### config.mk
export PLATFORM = sky130hd
export DESIGN_NAME = ps2_controller_flat
export DESIGN_NICKNAME = d
export VERILOG_FILES = /design/src/rtl/ps2_controller_if.sv /design/src/rtl/ps2_controller.sv /design/src/flat_wrapper.sv
export SDC_FILE = /design/constraint.sdc
export NUM_CORES = 1
export LEC_CHECK = 0
export ABC_CLOCK_PERIOD_IN_PS = 1900
export BUFFER_PORTS_ARGS = -buffer_cell sky130_fd_sc_hd__clkbuf_2
export CAP_MARGIN = 10
export CELL_PAD_IN_SITES_DETAIL_PLACEMENT = 1
export CELL_PAD_IN_SITES_GLOBAL_PLACEMENT = 1
export CORE_MARGIN = 2
export CORE_UTILIZATION = 46
export CTS_CLUSTER_DIAMETER = 150
export CTS_CLUSTER_SIZE = 40
export DETAILED_ROUTE_END_ITERATION = 8
export GPL_ROUTABILITY_DRIVEN = 0
export PLACE_DENSITY = 0.8
export SYNTH_ARGS = -nofsm -noshare
export SYNTH_HDL_FRONTEND = slang
export SYNTH_SLANG_ARGS = --single-unit
### constraint.sdc
create_clock -name clk -period 1.9 [get_ports clk]
set_clock_uncertainty 0.15 [all_clocks]
set_input_delay 0.475 -clock clk [delete_from_list [all_inputs] [get_ports clk]]
set_output_delay 0.475 -clock clk [all_outputs]
set_load 0.005 [all_outputs]
### src/rtl/ps2_controller_if.sv
// PS/2 receiver signal bundle: the two board lines coming in and the
// decoded scan-code strobe/byte going out to keyboard logic.
interface ps2_controller_if;
    logic       ps2_clock;
    logic       ps2_data;
    logic       scan_ready;
    logic [7:0] scan_code;

    // Board/stimulus side: drives the PS/2 lines, observes decoded bytes.
    modport master (
        output ps2_clock,
        output ps2_data,
        input  scan_ready,
        input  scan_code
    );

    // Receiver side: samples the PS/2 lines, produces decoded bytes.
    modport slave (
        input  ps2_clock,
        input  ps2_data,
        output scan_ready,
        output scan_code
    );
endinterface

### src/rtl/ps2_controller.sv
// PS/2 keyboard receiver. Synchronises the asynchronous PS/2 lines into
// clk, detects falling edges of the PS/2 clock and assembles 11-bit
// device-to-host frames (start, 8 data LSB first, odd parity, stop).
// Each valid byte is presented on scan_code with a one-cycle scan_ready.
module ps2_controller #(
    parameter int TIMEOUT_CYCLES = 6000
) (
    input  logic            clk,
    input  logic            reset,
    ps2_controller_if.slave ps2
);

    localparam int TO_W = $clog2(TIMEOUT_CYCLES + 1);

    typedef enum logic [1:0] {
        S_IDLE,
        S_DATA,
        S_PARITY,
        S_STOP
    } state_t;

    state_t          state_reg;
    logic            ck_s1, ck_s2, ck_s3;
    logic            dt_s1, dt_s2;
    logic            fall;
    logic [2:0]      bit_cnt_reg;
    logic [7:0]      shift_reg;
    logic            parity_reg;
    logic [TO_W-1:0] to_cnt_reg;
    logic [7:0]      scan_code_reg;
    logic            scan_ready_reg;

    // Synchronisers and edge register; reset to 1 (line idle level) so
    // the first cycle after reset can never look like a falling edge.
    always_ff @(posedge clk) begin
        if (reset) begin
            ck_s1 <= 1'b1;
            ck_s2 <= 1'b1;
            ck_s3 <= 1'b1;
            dt_s1 <= 1'b1;
            dt_s2 <= 1'b1;
        end else begin
            ck_s1 <= ps2.ps2_clock;
            ck_s2 <= ck_s1;
            ck_s3 <= ck_s2;
            dt_s1 <= ps2.ps2_data;
            dt_s2 <= dt_s1;
        end
    end

    assign fall = ck_s3 & ~ck_s2;

    // Frame FSM with timeout; all bit handling happens only on a PS/2
    // clock fall, and a fall takes priority over an expiring timeout.
    always_ff @(posedge clk) begin
        if (reset) begin
            state_reg      <= S_IDLE;
            bit_cnt_reg    <= '0;
            shift_reg      <= '0;
            parity_reg     <= 1'b0;
            to_cnt_reg     <= '0;
            scan_code_reg  <= 8'h00;
            scan_ready_reg <= 1'b0;
        end else begin
            scan_ready_reg <= 1'b0;
            if (fall) begin
                to_cnt_reg <= '0;
                case (state_reg)
                    S_IDLE: begin
                        // A high sample here is a spurious edge, not a start bit.
                        if (!dt_s2) begin
                            state_reg   <= S_DATA;
                            bit_cnt_reg <= '0;
                        end
                    end
                    S_DATA: begin
                        shift_reg   <= {dt_s2, shift_reg[7:1]};
                        bit_cnt_reg <= bit_cnt_reg + 3'd1;
                        if (bit_cnt_reg == 3'd7) begin
                            state_reg <= S_PARITY;
                        end
                    end
                    S_PARITY: begin
                        parity_reg <= dt_s2;
                        state_reg  <= S_STOP;
                    end
                    S_STOP: begin
                        // Accept only with a high stop bit and odd overall parity.
                        if (dt_s2 && ((^shift_reg) ^ parity_reg)) begin
                            scan_code_reg  <= shift_reg;
                            scan_ready_reg <= 1'b1;
                        end
                        state_reg <= S_IDLE;
                    end
                    default: begin
                        state_reg <= S_IDLE;
                    end
                endcase
            end else if (state_reg != S_IDLE) begin
                // Abandon a partial frame once the PS/2 clock has stalled.
                if (to_cnt_reg == TO_W'(TIMEOUT_CYCLES - 1)) begin
                    state_reg  <= S_IDLE;
                    to_cnt_reg <= '0;
                end else begin
                    to_cnt_reg <= to_cnt_reg + 1'b1;
                end
            end else begin
                to_cnt_reg <= '0;
            end
        end
    end

    assign ps2.scan_code  = scan_code_reg;
    assign ps2.scan_ready = scan_ready_reg;

endmodule

### src/flat_wrapper.sv
// flat-port wrapper written by rule: the top's interface ports become plain ports
module ps2_controller_flat 
#(
    parameter int TIMEOUT_CYCLES = 6000
)
  (clk, reset, ps2_ps2_clock, ps2_ps2_data, ps2_scan_ready, ps2_scan_code);
  ps2_controller_if ps2_i ();
  input  logic clk;
  input  logic reset;
  input wire logic [$bits(ps2_i.ps2_clock)-1:0] ps2_ps2_clock;
  input wire logic [$bits(ps2_i.ps2_data)-1:0] ps2_ps2_data;
  output wire logic [$bits(ps2_i.scan_ready)-1:0] ps2_scan_ready;
  output wire logic [$bits(ps2_i.scan_code)-1:0] ps2_scan_code;
  assign ps2_i.ps2_clock = ps2_ps2_clock;
  assign ps2_i.ps2_data = ps2_ps2_data;
  assign ps2_scan_ready = ps2_i.scan_ready;
  assign ps2_scan_code = ps2_i.scan_code;
  ps2_controller #(.TIMEOUT_CYCLES(TIMEOUT_CYCLES)) u_core (.clk(clk), .reset(reset), .ps2(ps2_i));
endmodule
# Yosys cells after proc, flatten, opt, wreduce, memory -nomap -nowiden
# Cells that the tools add are included.
# totals
regBits	41
inputBits	4
wordCells	51
# classes
addsub	2
n_eq_ne	8
muxes	9
n_bitwise	6
reduce_logical	14
# op_table
op	count
13-bit by 1-bit adder with 13-bit output, second input constant	1
13-bit == test, second input constant	1
2-bit two-way mux	5
2-bit case mux with 4 select lines	1
2-bit nonzero test	4
8-bit parity	1
3-bit != test, second input constant	2
3-bit case mux with 2 select lines	1
3-bit AND reduction	2
2-bit == test, second input constant	2
1-bit NOT	4
2-bit AND reduction	2
4-bit AND reduction	1
4-bit OR reduction	1
3-bit by 1-bit adder with 3-bit output, second input constant	1
3-bit == test, second input constant	1
3-bit two-way mux	1
3-bit OR reduction	1
2-bit by 1-bit == test with 1-bit output, second input constant	1
2-bit logical NOT	1
2-bit != test, second input constant	1
1-bit bitwise AND	1
1-bit logical AND	1
1-bit two-way mux	1
1-bit bitwise XOR	1

# Logic depth before layout (Yosys ltp)
# logic_depth
depth_word	4
depth_mapped	7

# Worst setup path before layout
# No wires, ideal clock.
# synth_timing
kind	register to register
startpoint	register u_core.state_reg[1]
endpoint	register u_core.state_reg[0]
arrival_time_ns	1.524
required_time_ns	1.680
setup_slack_ns	0.156
path_stages_with_launch	8
n_path_buf	1
synth_period_minus_slack_ns	1.744
path_cell_list	dfxtp_1 -> inv_1 -> ha_1 -> nand3b_1 -> clkbuf_1 -> o221a_2 -> o21ai_1 -> a21oi_1
# synth_between
elab_chain_cells	3
word_cells_on_any_way	11
cone_classes	eq/ne: 5; mux: 2; reduce/logical: 4
# synth_rtl
item	line	text
start: declaration	ps2_controller.sv:22	state_t state_reg;
start signal: assignment	ps2_controller.sv:57	state_reg <= S_IDLE;
start signal: assignment	ps2_controller.sv:72	state_reg <= S_DATA;
start signal: assignment	ps2_controller.sv:80	state_reg <= S_PARITY;
2-bit by 1-bit == test with 1-bit output, or another cell as far along	ps2_controller.sv:68	case (state_reg)
3-bit != test (no source line), or another cell as far along	-	
4-bit AND reduction (no source line) / 2-bit two-way mux (equally long branches)	-	
# Parallel ways exist; a longest one is shown, timed or not.
# A chain may end at the register's enable or synchronous reset.

# Worst setup path after layout
# layout_timing
startpoint	register u_core.shift_reg[6]
endpoint	register u_core.scan_code_reg[5] (netlist: u_core.ps2.scan_code[5])
# layout_between
elab_chain_cells	4
# layout_rtl
item	line	text
start: declaration	ps2_controller.sv:27	logic [7:0] shift_reg;
start signal: assignment	ps2_controller.sv:77	shift_reg <= {dt_s2, shift_reg[7:1]};
8-bit parity	ps2_controller.sv:89	if (dt_s2 && ((^shift_reg) ^ parity_reg)) begin
1-bit bitwise XOR	ps2_controller.sv:89	
1-bit logical AND	ps2_controller.sv:89	
3-bit AND reduction (no source line)	-	
end signal: assignment	ps2_controller.sv:90	scan_code_reg <= shift_reg;
end: declaration	ps2_controller.sv:30	logic [7:0] scan_code_reg;
# Every way passes these cells.

==> run metrics <==
Hold EP=u_core.dt_s1; IO Pins=13; number of I/O port buffers=12; worst-skew pair later-pin latency=around 0.29 ns; CTS tree=built; FMAX=543.5 MHz; vias per std cell=5.260; total count of max-transition violations in the final report=0; multiplexer share of the synthesized area=between 10% and 20%; Register Area=between 800 and 900 sq um; data arrival time of the worst path=around 1.9 ns; Core Region=0.003744 sq mm; CTS Root Cell=clkbuf_8; VDD IR max=0.4734 mV; crit path launch type=flop; largest net degree at the start of global routing=37; Ant. Diodes=0; maxcap violations=0; area occupied by multi-input gates=973.4 sq um; largest area contributor in the netlist=dfxtp_1; drt first pass iters=4; Simple-Gate Fraction of Synth Area=23.70%; Initial DRC Count=83; Crit. End Element=flop; worst-path fanout max=9; Compound-Gate Fraction of Synth Area=3.503%; Yosys cell types=32; Total GRT Usage=19.97%; die height=66.93 um; initial antenna violation count=0; CTS H-Tree Depth=2; register area share after synthesis=45.05%; Post-Layout Inst Area=between 0.002 and 0.0025 sq mm; residual overflow from global routing=0; post-synthesis cell count=185; Die ar.=roughly 0.0045 sq mm; Fillers=between 400 and 500; PD cells=755.8 mW/mm^2; total leakage power=0.8455 nW; first-pass GRT wire length=6541 um; Synth Area in XOR/XNOR=under 10%; R2R setup slack=0.06 ns; HP Start=ps2_ps2_data; Tcrit/Tclk final=96.84%; share of layout cells above drive strength 1=around 20%; commonest non-fill, non-tap cell in the layout=dfxtp_1; main combinational cell family by area after synthesis=simple AND/OR/NAND/NOR gates; Hold Path Class=input pin to flop; Synth Area per Inst=9.847 sq um; max FFs per register=13; Final TNS setup=0 ns; adder-cell share of the synthesized area=4.808%; worst flop-to-flop path startpoint=u_core.shift_reg[6]; Worst Path Required=1.97 ns; Final Hold Fails=0; area post-placement=between 0.0015 and 0.002 sq mm; Slew headroom=between 70% and 80%; CTS Buf Count=5; CTS hold repair buffers=0; clock slew at reported path FFs=0.09 ns; Reg-to-Reg End=u_core.ps2.scan_code[5]; # resized after CTS=0; WL/cell=15.09 um; Final nets=216; DP Wirelength=~2800 um; die width=66.93 um; hold path cells=2; area share of the largest cell type after synthesis=a little under half; Min Clock Period, post-route=1.840 ns; setup repair bufs after CTS=0; Synth Cell Area=0.001822 sq mm; post-route ant nets=0; Crit Path Class=flop to flop; register bit total from synthesis=41; DRT Wirelength=3832 um; most frequent cells in the layout=38 x dfxtp_1, 26 x nor2_1, 19 x mux2i_1; Finished Core Util=56.55%; post-synthesis net count=196; P&R area growth vs syn=16.21%; # rows=22; final setup fails=0; synth warn=0; Max clock buf depth=2; ranking of synthesized cells by area=dfxtp_1 45%, mux2i_1 10%, nand2b_1 5.8%; Worst-Margin Slew=0.3031 ns; status=finished clean; vias in the first global route=1,374; R2R cell count=5; clock sink count=between 40 and 50; DR vias=1,336; Starting Density=48.66%; DRC errors left=0
-- kinds of logic (layout without fill, tap and decap cells) --
| group | count (synthesis) | after routing |
|---|---|---|
| compound gates | 10 | 10 |
| xor+xnor | 16 | 16 |
| fa+ha+maj | 7 | 7 |
| buf+inv | 10 | 31 |
| flops | 41 | 41 |
| mux | 20 | 20 |
| simple gates | 81 | 81 |
-- final cells by class --
| cell class | count | share of cell area, % |
|---|---|---|
| clock buffers | 5 | 3.251 |
| clock inverters | 3 | 2.187 |
| inverters | 3 | 0.5319 |
| multi-input cells | 134 | 45.98 |
| flip-flops and latches | 41 | 38.95 |
| well taps | 48 | 2.837 |
| repair buffers | 20 | 6.265 |
-- cells in the mapped netlist, drive strengths merged --
master / instances
nand4: 6
o21ai: 3
xnor3: 2
a21oi: 3
or2: 5
a41oi: 1
and4: 1
mux2i: 20
clkbuf: 7
inv: 3
xor2: 7
nor3b: 1
o22ai: 1
and2: 2
nand2b: 17
ha: 7
nand3: 4
and4b: 1
nand4b: 1
nand3b: 1
nand2: 6
dfxtp: 41
and3: 4
o221a: 1
or2b: 1
nor2: 26
xnor2: 7
a21boi: 1
nor3: 2
nor2b: 3
-- where the power goes --
part | internal [mW] | switching [mW]
Clock | 0.393 | 0.310
Combinational | 0.0154 | 0.0157
Sequential | 0.863 | 0.00305
-- metrics by stage --
stage	hold slack, ns	setup WS (ns)	power [mW]	cells
2_1_floorplan	0.2395	0.1563	0.9062	185
6_report	0.2216	0.05999	1.600	254
3_5_place_dp	0.2549	0.05449	0.9172	246
3_3_place_gp	0.2488	0.1671	0.9156	246
4_1_cts	0.2168	0.03259	1.622	254
5_1_grt	0.2139	-0.03123	1.658	254
-- routing by layer --
metal  vias to the layer above  GRT usage, %  share of wire, %  wire length [um]
met3                         2         5.236               3.0               114
met4                         0         6.122              0.60                23
met1                       650         23.08                43              1646
li1                        661             -                 -                 -
met2                        23         35.75                53              2047
met5                         -             0                 0                 0
-- worst max-delay path, cell delays in order (launching register included) --
cell and delay [ns]:
dfxtp_1 0.35, xnor2_1 0.28, xnor3_2 0.43, mux2i_4 0.20, buf_12 0.16, mux2i_1 0.20
-- worst max path at each step --
stage / from / end / slack, ns / depth (start not counted)
2_1_floorplan: u_core.state_reg[1] / u_core.state_reg[0] / 0.16 / 7
3_3_place_gp: u_core.shift_reg[3] / u_core.ps2.scan_ready / 0.17 / 5
3_5_place_dp: u_core.shift_reg[3] / u_core.ps2.scan_code[5] / 0.05 / 5
4_1_cts: u_core.state_reg[0] / u_core.bit_cnt_reg[1] / 0.03 / 6
5_1_grt: u_core.shift_reg[6] / u_core.ps2.scan_code[4] / -0.03 / 5
6_report: u_core.shift_reg[6] / u_core.ps2.scan_code[5] / 0.06 / 5
Power figures use the tool's default switching activity.
